==> config.mk <==
export PLATFORM = sky130hd
export DESIGN_NAME = store_align
export DESIGN_NICKNAME = d
export VERILOG_FILES = /design/src/rtl/lsu_pkg.sv /design/src/rtl/store_lane_shift.sv /design/src/rtl/store_align.sv
export SDC_FILE = /design/constraint.sdc
export NUM_CORES = 1
export LEC_CHECK = 0
export CAP_MARGIN = 15
export CORE_MARGIN = 2
export CORE_UTILIZATION = 51
export DETAILED_ROUTE_END_ITERATION = 16
export MAX_ROUTING_LAYER = met4
export PLACE_DENSITY = 0.81
export SYNTH_ARGS = -nofsm -noshare
export SYNTH_HDL_FRONTEND = slang
export SYNTH_SLANG_ARGS = --single-unit
==> constraint.sdc <==
create_clock -name i_clk -period 4.9 [get_ports i_clk]
set_input_delay 1.47 -clock i_clk [delete_from_list [all_inputs] [get_ports i_clk]]
set_output_delay 1.47 -clock i_clk [all_outputs]
set_load 0.03 [all_outputs]
==> src/rtl/lsu_pkg.sv <==
// Shared load/store unit definitions: access sizes, store FSM states,
// the memory beat payload, and the load-side extraction helper.
package lsu_pkg;

  localparam int unsigned XLEN   = 32;
  localparam int unsigned NBYTES = XLEN / 8;
  localparam int unsigned OFF_W  = 2;

  typedef enum logic [1:0] {
    SIZE_BYTE = 2'b00,
    SIZE_HALF = 2'b01,
    SIZE_WORD = 2'b10,
    SIZE_RSVD = 2'b11
  } size_e;

  typedef enum logic [1:0] {
    ST_IDLE  = 2'b00,
    ST_BEAT0 = 2'b01,
    ST_BEAT1 = 2'b10
  } store_state_e;

  typedef struct packed {
    logic [XLEN-1:0]   addr;
    logic [XLEN-1:0]   wdata;
    logic [NBYTES-1:0] bmask;
  } mem_beat_t;

  typedef enum logic {
    LOAD_ZEXT = 1'b0,
    LOAD_SEXT = 1'b1
  } load_ext_e;

  // Pull a byte/halfword/word out of a loaded word and extend it to XLEN.
  function automatic logic [XLEN-1:0] load_extract(
    input logic [XLEN-1:0]  word,
    input logic [OFF_W-1:0] off,
    input size_e            size,
    input load_ext_e        ext
  );
    logic [XLEN-1:0] shifted;
    logic [XLEN-1:0] result;
    shifted = word >> {off, 3'b000};
    case (size)
      SIZE_BYTE: result = (ext == LOAD_SEXT) ? {{24{shifted[7]}}, shifted[7:0]}
                                             : {24'h0, shifted[7:0]};
      SIZE_HALF: result = (ext == LOAD_SEXT) ? {{16{shifted[15]}}, shifted[15:0]}
                                             : {16'h0, shifted[15:0]};
      default:   result = shifted;
    endcase
    return result;
  endfunction

endpackage

==> src/rtl/store_lane_shift.sv <==
// Combinational lane placement for stores: builds the byte mask and shifted
// write data for either beat, and flags accesses that straddle a word.
module store_lane_shift
  import lsu_pkg::*;
(
  input  logic [OFF_W-1:0]  off,
  input  size_e             size,
  input  logic [XLEN-1:0]   data,
  input  logic              beat,
  output logic [NBYTES-1:0] mask,
  output logic [XLEN-1:0]   wdata,
  output logic              split
);

  logic [NBYTES-1:0]   base_mask;
  logic [XLEN-1:0]     data_trim;
  logic [2*NBYTES-1:0] mask_wide;
  logic [2*XLEN-1:0]   data_wide;

  // Place the access across a two-word window; anything landing in the upper
  // word belongs to the second beat.
  always_comb begin
    base_mask = 4'b1111;
    data_trim = data;
    case (size)
      SIZE_BYTE: begin
        base_mask = 4'b0001;
        data_trim = {24'h0, data[7:0]};
      end
      SIZE_HALF: begin
        base_mask = 4'b0011;
        data_trim = {16'h0, data[15:0]};
      end
      default: begin
        base_mask = 4'b1111;
        data_trim = data;
      end
    endcase
    mask_wide = 8'(base_mask) << off;
    data_wide = 64'(data_trim) << {off, 3'b000};
    split     = |mask_wide[2*NBYTES-1:NBYTES];
    if (beat) begin
      mask  = mask_wide[2*NBYTES-1:NBYTES];
      wdata = data_wide[2*XLEN-1:XLEN];
    end else begin
      mask  = mask_wide[NBYTES-1:0];
      wdata = data_wide[XLEN-1:0];
    end
  end

endmodule

==> src/rtl/store_align.sv <==
// Store aligner: turns byte-addressed stores into word-aligned memory beats,
// splitting word-straddling stores in two or rejecting them.
module store_align
  import lsu_pkg::*;
#(
  parameter bit SPLIT_EN = 1'b1
) (
  input  logic              i_clk,
  input  logic              i_reset,
  input  logic              i_req_valid,
  output logic              o_req_ready,
  input  logic [XLEN-1:0]   i_addr,
  input  logic [XLEN-1:0]   i_data,
  input  logic [1:0]        i_size,
  output logic              o_mem_valid,
  input  logic              i_mem_ready,
  output logic [XLEN-1:0]   o_mem_addr,
  output logic [XLEN-1:0]   o_mem_wdata,
  output logic [NBYTES-1:0] o_mem_bmask,
  output logic              o_err
);

  store_state_e      state_q, state_d;
  logic [OFF_W-1:0]  off_q, off_d;
  size_e             size_q, size_d;
  logic [XLEN-1:0]   data_q, data_d;
  logic              split_q, split_d;
  mem_beat_t         beat_q, beat_d;
  logic              valid_q, valid_d;
  logic              err_q, err_d;
  logic              ready_q, ready_d;

  logic [OFF_W-1:0]  sh_off;
  size_e             sh_size;
  logic [XLEN-1:0]   sh_data;
  logic              sh_beat;
  logic [NBYTES-1:0] sh_mask;
  logic [XLEN-1:0]   sh_wdata;
  logic              sh_split;

  // In IDLE the shifter looks at the incoming request (first beat); otherwise
  // it looks at the captured request (second beat).
  always_comb begin
    if (state_q == ST_IDLE) begin
      sh_off  = i_addr[OFF_W-1:0];
      sh_size = size_e'(i_size);
      sh_data = i_data;
      sh_beat = 1'b0;
    end else begin
      sh_off  = off_q;
      sh_size = size_q;
      sh_data = data_q;
      sh_beat = 1'b1;
    end
  end

  store_lane_shift u_lane_shift (
    .off   (sh_off),
    .size  (sh_size),
    .data  (sh_data),
    .beat  (sh_beat),
    .mask  (sh_mask),
    .wdata (sh_wdata),
    .split (sh_split)
  );

  // Next-state and next-output logic.
  always_comb begin
    state_d = state_q;
    off_d   = off_q;
    size_d  = size_q;
    data_d  = data_q;
    split_d = split_q;
    beat_d  = beat_q;
    valid_d = valid_q;
    err_d   = 1'b0;
    case (state_q)
      ST_IDLE: begin
        if (i_req_valid) begin
          off_d   = i_addr[OFF_W-1:0];
          size_d  = size_e'(i_size);
          data_d  = i_data;
          split_d = sh_split;
          if (sh_split && !SPLIT_EN) begin
            err_d = 1'b1;
          end else begin
            state_d      = ST_BEAT0;
            valid_d      = 1'b1;
            beat_d.addr  = {i_addr[XLEN-1:OFF_W], 2'b00};
            beat_d.wdata = sh_wdata;
            beat_d.bmask = sh_mask;
          end
        end
      end
      ST_BEAT0: begin
        if (i_mem_ready) begin
          if (split_q) begin
            state_d      = ST_BEAT1;
            beat_d.addr  = beat_q.addr + 32'd4;
            beat_d.wdata = sh_wdata;
            beat_d.bmask = sh_mask;
          end else begin
            state_d = ST_IDLE;
            valid_d = 1'b0;
            beat_d  = '0;
          end
        end
      end
      ST_BEAT1: begin
        if (i_mem_ready) begin
          state_d = ST_IDLE;
          valid_d = 1'b0;
          beat_d  = '0;
        end
      end
      default: begin
        state_d = ST_IDLE;
        valid_d = 1'b0;
        beat_d  = '0;
      end
    endcase
    ready_d = (state_d == ST_IDLE);
  end

  always_ff @(posedge i_clk or posedge i_reset) begin
    if (i_reset) begin
      state_q <= ST_IDLE;
      off_q   <= '0;
      size_q  <= SIZE_BYTE;
      data_q  <= '0;
      split_q <= 1'b0;
      beat_q  <= '0;
      valid_q <= 1'b0;
      err_q   <= 1'b0;
      ready_q <= 1'b1;
    end else begin
      state_q <= state_d;
      off_q   <= off_d;
      size_q  <= size_d;
      data_q  <= data_d;
      split_q <= split_d;
      beat_q  <= beat_d;
      valid_q <= valid_d;
      err_q   <= err_d;
      ready_q <= ready_d;
    end
  end

  assign o_req_ready = ready_q;
  assign o_mem_valid = valid_q;
  assign o_mem_addr  = beat_q.addr;
  assign o_mem_wdata = beat_q.wdata;
  assign o_mem_bmask = beat_q.bmask;
  assign o_err       = err_q;

endmodule

# Word-level counts from Yosys, hierarchy flattened
# Cells that the tools add are included.
# op_classes
addsub	1
multipliers	0
div	0
magnitude_cmp	0
n_eq_ne	7
n_shift	2
n_mux	22
n_bitwise	0
reduce_logical	7
# op_table
op	count
68-bit two-way mux	4
68-bit one-hot mux with 3 select lines	1
32-bit two-way mux	2
32-bit one-hot mux with 2 select lines	1
32-bit by 5-bit left shift with 64-bit output	1
32-bit by 3-bit adder with 32-bit output (second input constant)	1
2-bit two-way mux	6
2-bit inequality test (second input constant)	4
4-bit one-hot mux with 2 select lines	1
4-bit by 2-bit left shift with 8-bit output	1
2-bit zero test	3
2-bit one-hot mux with 3 select lines	1
2-bit by 1-bit == test with 1-bit output (second input constant)	2
1-bit two-way mux	4
4-bit two-way mux	1
4-bit AND reduction	1
4-bit OR reduction	1
1-bit one-hot mux with 3 select lines	1
3-bit AND reduction	1
2-bit == test (second input constant)	1
2-bit AND reduction	1
# totals
regBits	109
latch_bits	0
ramBits	0
rom_bits	0
in_bits	70
out_inout_bits	71
mem_count	0

# Longest topological paths before layout
# depth
word_depth	9
mapped_depth	9
mapped_depth_nobuf	6

# Cells and area by module
# From an unflattened synthesis, not the netlist that was laid out.
# hier_totals
cells_unflattened	581
hier_area_um2	5997.0
# modules_own_cells
module	n_inst	cells_each	area_each_um2	seq_area_each_um2
store_align	1	452	5154.9	2678.8
store_lane_shift	1	129	842.1	0.0

# Worst setup path after synthesis
# No wires, ideal clock.
# synth_timing
path_kind	input to register
start	in i_mem_ready
end	reg beat_q, in the netlist o_mem_addr[13]
setup_time_ps	83
arrival_time_ps	2632
slack_ps	2186
stages	7
path_buffers	3
path_cell_list	clkbuf_1 mux2_2 o22ai_1 buf_2 or2_2 clkbuf_1 o21ai_0
# synth_between
elab_chain_len	2
elab_cells_between_ends	3
# synth_lines
element	line	text
start: declaration	store_align.sv:16	input logic i_mem_ready,
2-bit inequality test (no line)	n/a	
3-bit AND reduction (no line) *	n/a	
end signal: assignment	store_align.sv:142	beat_q <= beat_d;
end: declaration	store_align.sv:28	mem_beat_t beat_q, beat_d;
# Every way passes the cells marked *; elsewhere a longest branch is shown, timed or not.
# A chain may end at the register's enable or synchronous reset.

# Final worst setup path
# layout_timing
start	in i_addr[0]
end	reg beat_q, in the netlist o_mem_wdata[28]
# layout_between
elab_chain_len	6
elab_cells_between_ends	7
# layout_lines
element	line	text
start: declaration	store_align.sv:12	input logic [XLEN-1:0] i_addr,
2-bit two-way mux *	store_align.sv:44	if (state_q == ST_IDLE) begin
32-bit by 5-bit left shift with 64-bit output *	store_lane_shift.sv:40	data_wide = 64'(data_trim) << {off, 3'b000};
32-bit two-way mux *	store_lane_shift.sv:42	if (beat) begin
68-bit two-way mux	store_align.sv:97	if (split_q) begin
68-bit two-way mux	store_align.sv:96	if (i_mem_ready) begin
68-bit one-hot mux with 3 select lines *	store_align.sv:77	case (state_q)
# Every way passes the cells marked *; elsewhere a longest branch is shown, timed or not. The select of a mux whose other input is x is not followed.

==> reports/qor.yml <==
worst-setup-path-type: "in -> reg"
critPathArrivalTime_ps: 3830
nets: 871
cts-hold-fix-buffers: 0
min_period_over_period_pct: 73.6
clk_path_buf_depth: 2
cts.clk_slew.worst_paths_ps: 80
r2r_start: "state_q[0]$_DFF_PP0_"
total_congestion_overflow_after_global_routing: 0
ioPinCount: 141
insertedDiodeCount: 0
first_global_vias: 5951
area_growth_pct: 26.8
syn_avg_cell_area_um2: 8.77
vias: 6008
setup_viols_final: 0
antenna_found_initial: 0
synth_xor_area_share_pct: 0.719
multi_input_comb_area_um2: 3100
power_density_nw_per_um2: 635
cts-buffers-inserted: 9
maxClockFrequency_ghz: 0.277
synth_simple_gate_area_share_pct: 21.1
ys.flop_type: "sky130_fd_sc_hd__dfrtp_1"
yosysTopAreaCell: "sky130_fd_sc_hd__dfrtp_1"
netlist_top_cells_count: "sky130_fd_sc_hd__nand2_1, sky130_fd_sc_hd__dfrtp_1, sky130_fd_sc_hd__o21ai_0, sky130_fd_sc_hd__a21oi_1, sky130_fd_sc_hd__mux2i_1"
outcome: "complete, no violations"
async_flop_share_pct: 100
most_used_standard_cell_by_instance_count_after_synthesis: "sky130_fd_sc_hd__nand2_1"
worstHoldPathCells: 2
synth_cell_type_count: 63
setup.reg_to_reg.worst_slack_ps: 2310
max_slew_margin_pct: 22.9
worstSetupEndpointType: "flip-flop"
drv_slew: 0
post_synth_main_area_contributors: "sky130_fd_sc_hd__dfrtp_1, sky130_fd_sc_hd__nand2_1, sky130_fd_sc_hd__mux2i_1"
synth_fa_ha_area_share_pct: 0.205
final.hold.worst_slack_ps: 479
port_buffers: 137
transition_time_at_the_pin_with_the_least_slew_margin_ps: 1150
finalClockSkew_ps: 7.86
cts_sinks: 107
cts_tree: "done"
worst_ep_required_time_ps: 5130
synth_compound_gate_area_share_pct: 22.7
wl_per_cell_um: 19.9
syn-cell-area_um2: 6090
place.detailed.hpwl_um: 13000
hold_path_class: "reg -> reg"
hold_crit_endpoint: "data_q[28]$_DFFE_PP0P_"
drtAntennaViolNets: 0
critical_path.cell_chain: "clkdlybuf4s50_1, nor4b_1, a31oi_2, o22ai_1, a22oi_1, o21ai_0"
tmin_final_ps: 3610
starting_utilization_of_the_core_area_pct: 52.9
cap_viol_max_count: 0
number_of_drc_violations_after_detailed_routing_iteration_0: 743
number_of_enable_flip_flop_cells_after_synthesis: 0
die_area_um2: 12800
final_core_util_pct: 67.1
avgViaCountPerCell: 6.34
critical_path.slowest_cell: "sky130_fd_sc_hd__clkdlybuf4s50_1"
totalPowerFinal_mw: 4.91
synthCells: 695
final.setup.tns_ps: 0
seq_area_um2: 2680
fp.dieH_um: 113
reg2reg_depth: 4
cts_root_buffer: "sky130_fd_sc_hd__clkbuf_16"
post-synth-top-area-fraction_pct: 43.5
resized_after_cts: 0
pin_count_of_the_biggest_net_entering_global_routing: 74
rsz0062_at_grt: "no"
max_stage_delay_ps: 840
floorplan.core_area_um2: 11500
combinational_family_with_the_most_area_after_synthesis: "compound AO/OA/AOI/OAI gates"
post-route-drc-count: 0
gr-usage-all-layers_pct: 30.6
path_max_fanout: 16
htree_num_levels: 3
final_estimated_routing_congestion_in_global_placement: 0.930
post-cts-setup-buffers: 0
fill_cells: 951
ys_warn_count: 0
synth.yosys.seq_area_share_pct: 44.0
die_width_um: 113
ir_worst_vdd_uv: 347
p_leak_nw: 3.27
hp-start: "data_q[28]$_DFFE_PP0P_"
final_hold_viol_count: 0
layout-drive-gt1-share_pct: 5.84
first_pass_iters: 5
wire_length_of_the_first_global_routing_pass_um: 30300
rows: 39
clock_insertion_delay_worst_skew_ps: 360
end_of_the_worst_register_to_register_path: "o_mem_addr[30]$_DFFE_PP0P_"
yosys-mux-area-fraction_pct: 5.79
timing.critical_path.from_type: "primary input"
yosys_register_bits: 107
routed_wirelength_um: 18900
power by group:
group          internal (mW)  switching (mW)
logic                  0.983            1.59
clock network          0.361           0.342
registers               1.26           0.374
cells in the final DEF, fill, tap and decap left out, types with 9 or more instances in the layout:
cell                                n
sky130_fd_sc_hd__nand2b_1          12
sky130_fd_sc_hd__mux2i_1           33
sky130_fd_sc_hd__o21ai_1           14
sky130_fd_sc_hd__nor3_1            11
sky130_fd_sc_hd__dfrtp_1          106
sky130_fd_sc_hd__a22oi_1           27
sky130_fd_sc_hd__nor2_1            24
sky130_fd_sc_hd__clkdlybuf4s50_1  137
sky130_fd_sc_hd__nand2_1          156
sky130_fd_sc_hd__o21ai_0           60
sky130_fd_sc_hd__o22ai_1           17
sky130_fd_sc_hd__clkbuf_16          9
sky130_fd_sc_hd__o211ai_1          12
sky130_fd_sc_hd__a21oi_1           38
sky130_fd_sc_hd__nand3_1           20
layer usage:
metal / wire length (µm) / GRT usage [%] / vias to the layer above / share of wire [%]
met1: 7720 / 38.7 / 2938 / 41
met5: 0 / - / - / 0
met4: 661 / 14.1 / 0 / 3.5
met3: 1410 / 3.75 / 44 / 7.5
li1: - / - / 2713 / -
met2: 9120 / 49.2 / 313 / 48
final cells by class:
type                    instances  area share (%)
well taps                     143            2.32
multi-input cells             527            40.1
clock buffers                  11            3.14
flip-flops and latches        107            34.7
inverters                       9           0.470
repair buffers                146            18.8
clock inverters                 5           0.486
how the worst max path moves through the flow:
stage / from / depth (start not counted) / slack [ps] / endpoint
3_3_place_gp: i_addr[0] / 6 / 1100 / o_mem_wdata[29]$_DFFE_PP0P_
3_5_place_dp: i_addr[0] / 6 / 1010 / o_mem_wdata[28]$_DFFE_PP0P_
6_report: i_addr[0] / 6 / 1290 / o_mem_wdata[28]$_DFFE_PP0P_
2_1_floorplan: i_reset / 1 / 610 / data_q[0]$_DFFE_PP0P_
5_1_grt: i_addr[0] / 6 / 1120 / o_mem_wdata[28]$_DFFE_PP0P_
4_1_cts: i_addr[0] / 6 / 1400 / o_mem_wdata[29]$_DFFE_PP0P_
flip-flops by register name, indices dropped and copies added, names as in the netlist:
name	count
o_mem_bmask	4
off_q	2
o_mem_valid	1
size_q	2
o_req_ready	1
state_q	2
split_q	1
o_mem_addr	30
data_q	32
o_mem_wdata	32
cell families (layout without fill, tap and decap cells):
family / count (synthesis) / after routing
simple gates: 267 / 267
compound gates: 216 / 216
flops: 107 / 107
buf+inv: 63 / 171
mux: 35 / 35
xor+xnor: 5 / 5
fa+ha+maj: 1 / 1
other cells: 1 / 3
worst max-delay path, delay by kind of cell:
family | cells | cell delay (ps)
buffers and inverters | 1 | 840
and+or+nand+nor | 1 | 150
AOI/OAI and AO/OA | 4 | 1370
metrics by stage:
step / instances / instance area (µm²) / setup slack, ps
global route: 948 / 7730 / 1120
detailed placement: 932 / 7450 / 1010
CTS: 948 / 7730 / 1400
finish: 948 / 7730 / 1290
global placement: 932 / 7450 / 1100
floorplan: 697 / 6100 / 614
No activity file was read; power rests on OpenSTA's default activity.
==> RTL change (same flow settings) <==
Change the parameter `SPLIT_EN` from 1'b1 to 1'b0.
--- a/src/rtl/store_align.sv
+++ b/src/rtl/store_align.sv
@@ -3,7 +3,7 @@
 module store_align
   import lsu_pkg::*;
 #(
-  parameter bit SPLIT_EN = 1'b1
+  parameter bit SPLIT_EN = 1'b0
 ) (
   input  logic              i_clk,
   input  logic              i_reset,
Formal check against the unedited RTL: not equivalent (Yosys sat finds a counterexample within 4 cycles, from zero or initial values and one cycle with i_reset high).
==> RTL change against the original RTL <==
Cell area rose by 6.2%; total power fell by 5.7%; non-clock buffer count rose by 9; wire length rose by 8.3%; setup slack got worse by 0.044 ns; fmax fell by 1.2%; area after synthesis rose by 6.0%; sequential cell count rose by 1; die area rose by 5.7%; combinational power fell by 12%; largest cell class unchanged.
==> RTL change: results (changes against the original RTL) <==
INFO  metric synth_seq_cells = 108 (was 107)
INFO  metric final_layout_size_suffix_gt1_frac = 0.103 (was 0.0584)
INFO  metric postSynthAreaPerCell = 9.00 um2 (was 8.77 um2)
INFO  metric wirelength_met1 = 8460 um (was 7720 um)
INFO  metric worst_slew_margin_rel = 0.320 (was 0.229)
INFO  metric max_stage_delay = 0.47 ns (was 0.84 ns)
INFO  metric clock_buffer_count = 13 (was 11)
INFO  metric routed-via-count = 6355 (was 6008)
INFO  metric met3_usage = 0.0410 (was 0.0375)
INFO  metric sw_frac_of_total = 0.449 (was 0.470)
INFO  metric drt_iter0_drc = 762 (was 743)
INFO  metric routabilityCongestion = 0.934 (was 0.930)
INFO  metric yosys.area_share.adder = 0.00194 (was 0.00205)
INFO  metric min_from = data_q[2] (was data_q[28])
INFO  metric dpl.cell_count = 985 (was 932)
INFO  metric final-nonclk-buf-share = 0.184 (was 0.188)
INFO  metric combined_area_of_the_multi_input_logic_cells = 3480 um2 (was 3100 um2)
INFO  metric power.leakage = 3.38 nW (was 3.27 nW)
INFO  metric worst-r2r-setup-slack = 1.87 ns (was 2.31 ns)
INFO  metric final-instance-count-excl-fill = 1001 (was 948)
INFO  metric outcome = finished clean (unchanged)
INFO  metric yosys.area_share.xor_xnor = 0.00136 (was 0.00719)
INFO  metric max_fanout_on_critical_path = 31 (was 16)
INFO  metric grt_pass1_vias = 6196 (was 5951)
INFO  metric synth-compound-area-share = 0.218 (was 0.227)
INFO  metric worstSetupStartpoint = i_addr[1] (was i_addr[0])
INFO  metric hold_path_depth = 1 (was 2)
INFO  metric grt_start_max_net_pins = 81 (was 74)
INFO  metric worst-endpoint-arrival = 3.87 ns (was 3.83 ns)
INFO  metric fillerInstances = 1044 (was 951)
INFO  metric grt_first_pass_wirelength = 32300 um (was 30300 um)
INFO  metric finClkSkew = 0.00636 ns (was 0.00786 ns)
INFO  metric grt_util_all_layers = 0.319 (was 0.306)
INFO  metric hold-path-endpoint = data_q[2] (was data_q[28])
INFO  metric r2r_start = state_q[1] (was state_q[0])
INFO  metric globalRouteMet1Util = 0.404 (was 0.387)
INFO  metric synth.top_cells.by_area = sky130_fd_sc_hd__dfrtp_1 41%, sky130_fd_sc_hd__mux2_2 7.3%, sky130_fd_sc_hd__mux2i_1 5.4% (was sky130_fd_sc_hd__dfrtp_1 44%, sky130_fd_sc_hd__nand2_1 9.6%, sky130_fd_sc_hd__mux2i_1 5.4%)
INFO  metric power.share.clock = 0.150 (was 0.143)
INFO  metric reg2reg_to = o_mem_addr[29] (was o_mem_addr[30])
INFO  metric met2_wirelength = 10000 um (was 9120 um)
INFO  metric port-buffer-count = 138 (was 137)
INFO  metric largest_voltage_drop_on_the_vdd_net = 0.000273 V (was 0.000347 V)
INFO  metric crit_path_top_delay_cell = sky130_fd_sc_hd__a221o_1 (was sky130_fd_sc_hd__clkdlybuf4s50_1)
INFO  metric route.final.wire_length = 20500 um (was 18900 um)
-- RTL change: cell types whose count changed after synthesis, moves of 10 or more --
| cell | unedited run | this run |
|---|---|---|
| sky130_fd_sc_hd__nand2_1 | 156 | 91 |
| sky130_fd_sc_hd__a22oi_1 | 27 | 17 |
| sky130_fd_sc_hd__o21ai_0 | 60 | 30 |
| sky130_fd_sc_hd__mux2_2 | 2 | 42 |
| sky130_fd_sc_hd__clkbuf_1 | 22 | 32 |
| sky130_fd_sc_hd__o211ai_1 | 12 | 23 |
| sky130_fd_sc_hd__o21ai_1 | 14 | 42 |
| sky130_fd_sc_hd__nor2_1 | 24 | 41 |
| sky130_fd_sc_hd__nand3_1 | 20 | 36 |
-- RTL change: stage by stage --
stage	setup slack [ns]	hold slack (ns)	power (W)	cell area, um2
final	1.25	0.509	0.00463	8210
after floorplan	0.586	0.479	0.00300	6460
after global routing	1.12	0.530	0.00487	8210
after CTS	1.27	0.509	0.00461	8210
after detailed placement	0.906	0.488	0.00392	7940
after global placement	0.918	0.472	0.00385	7940
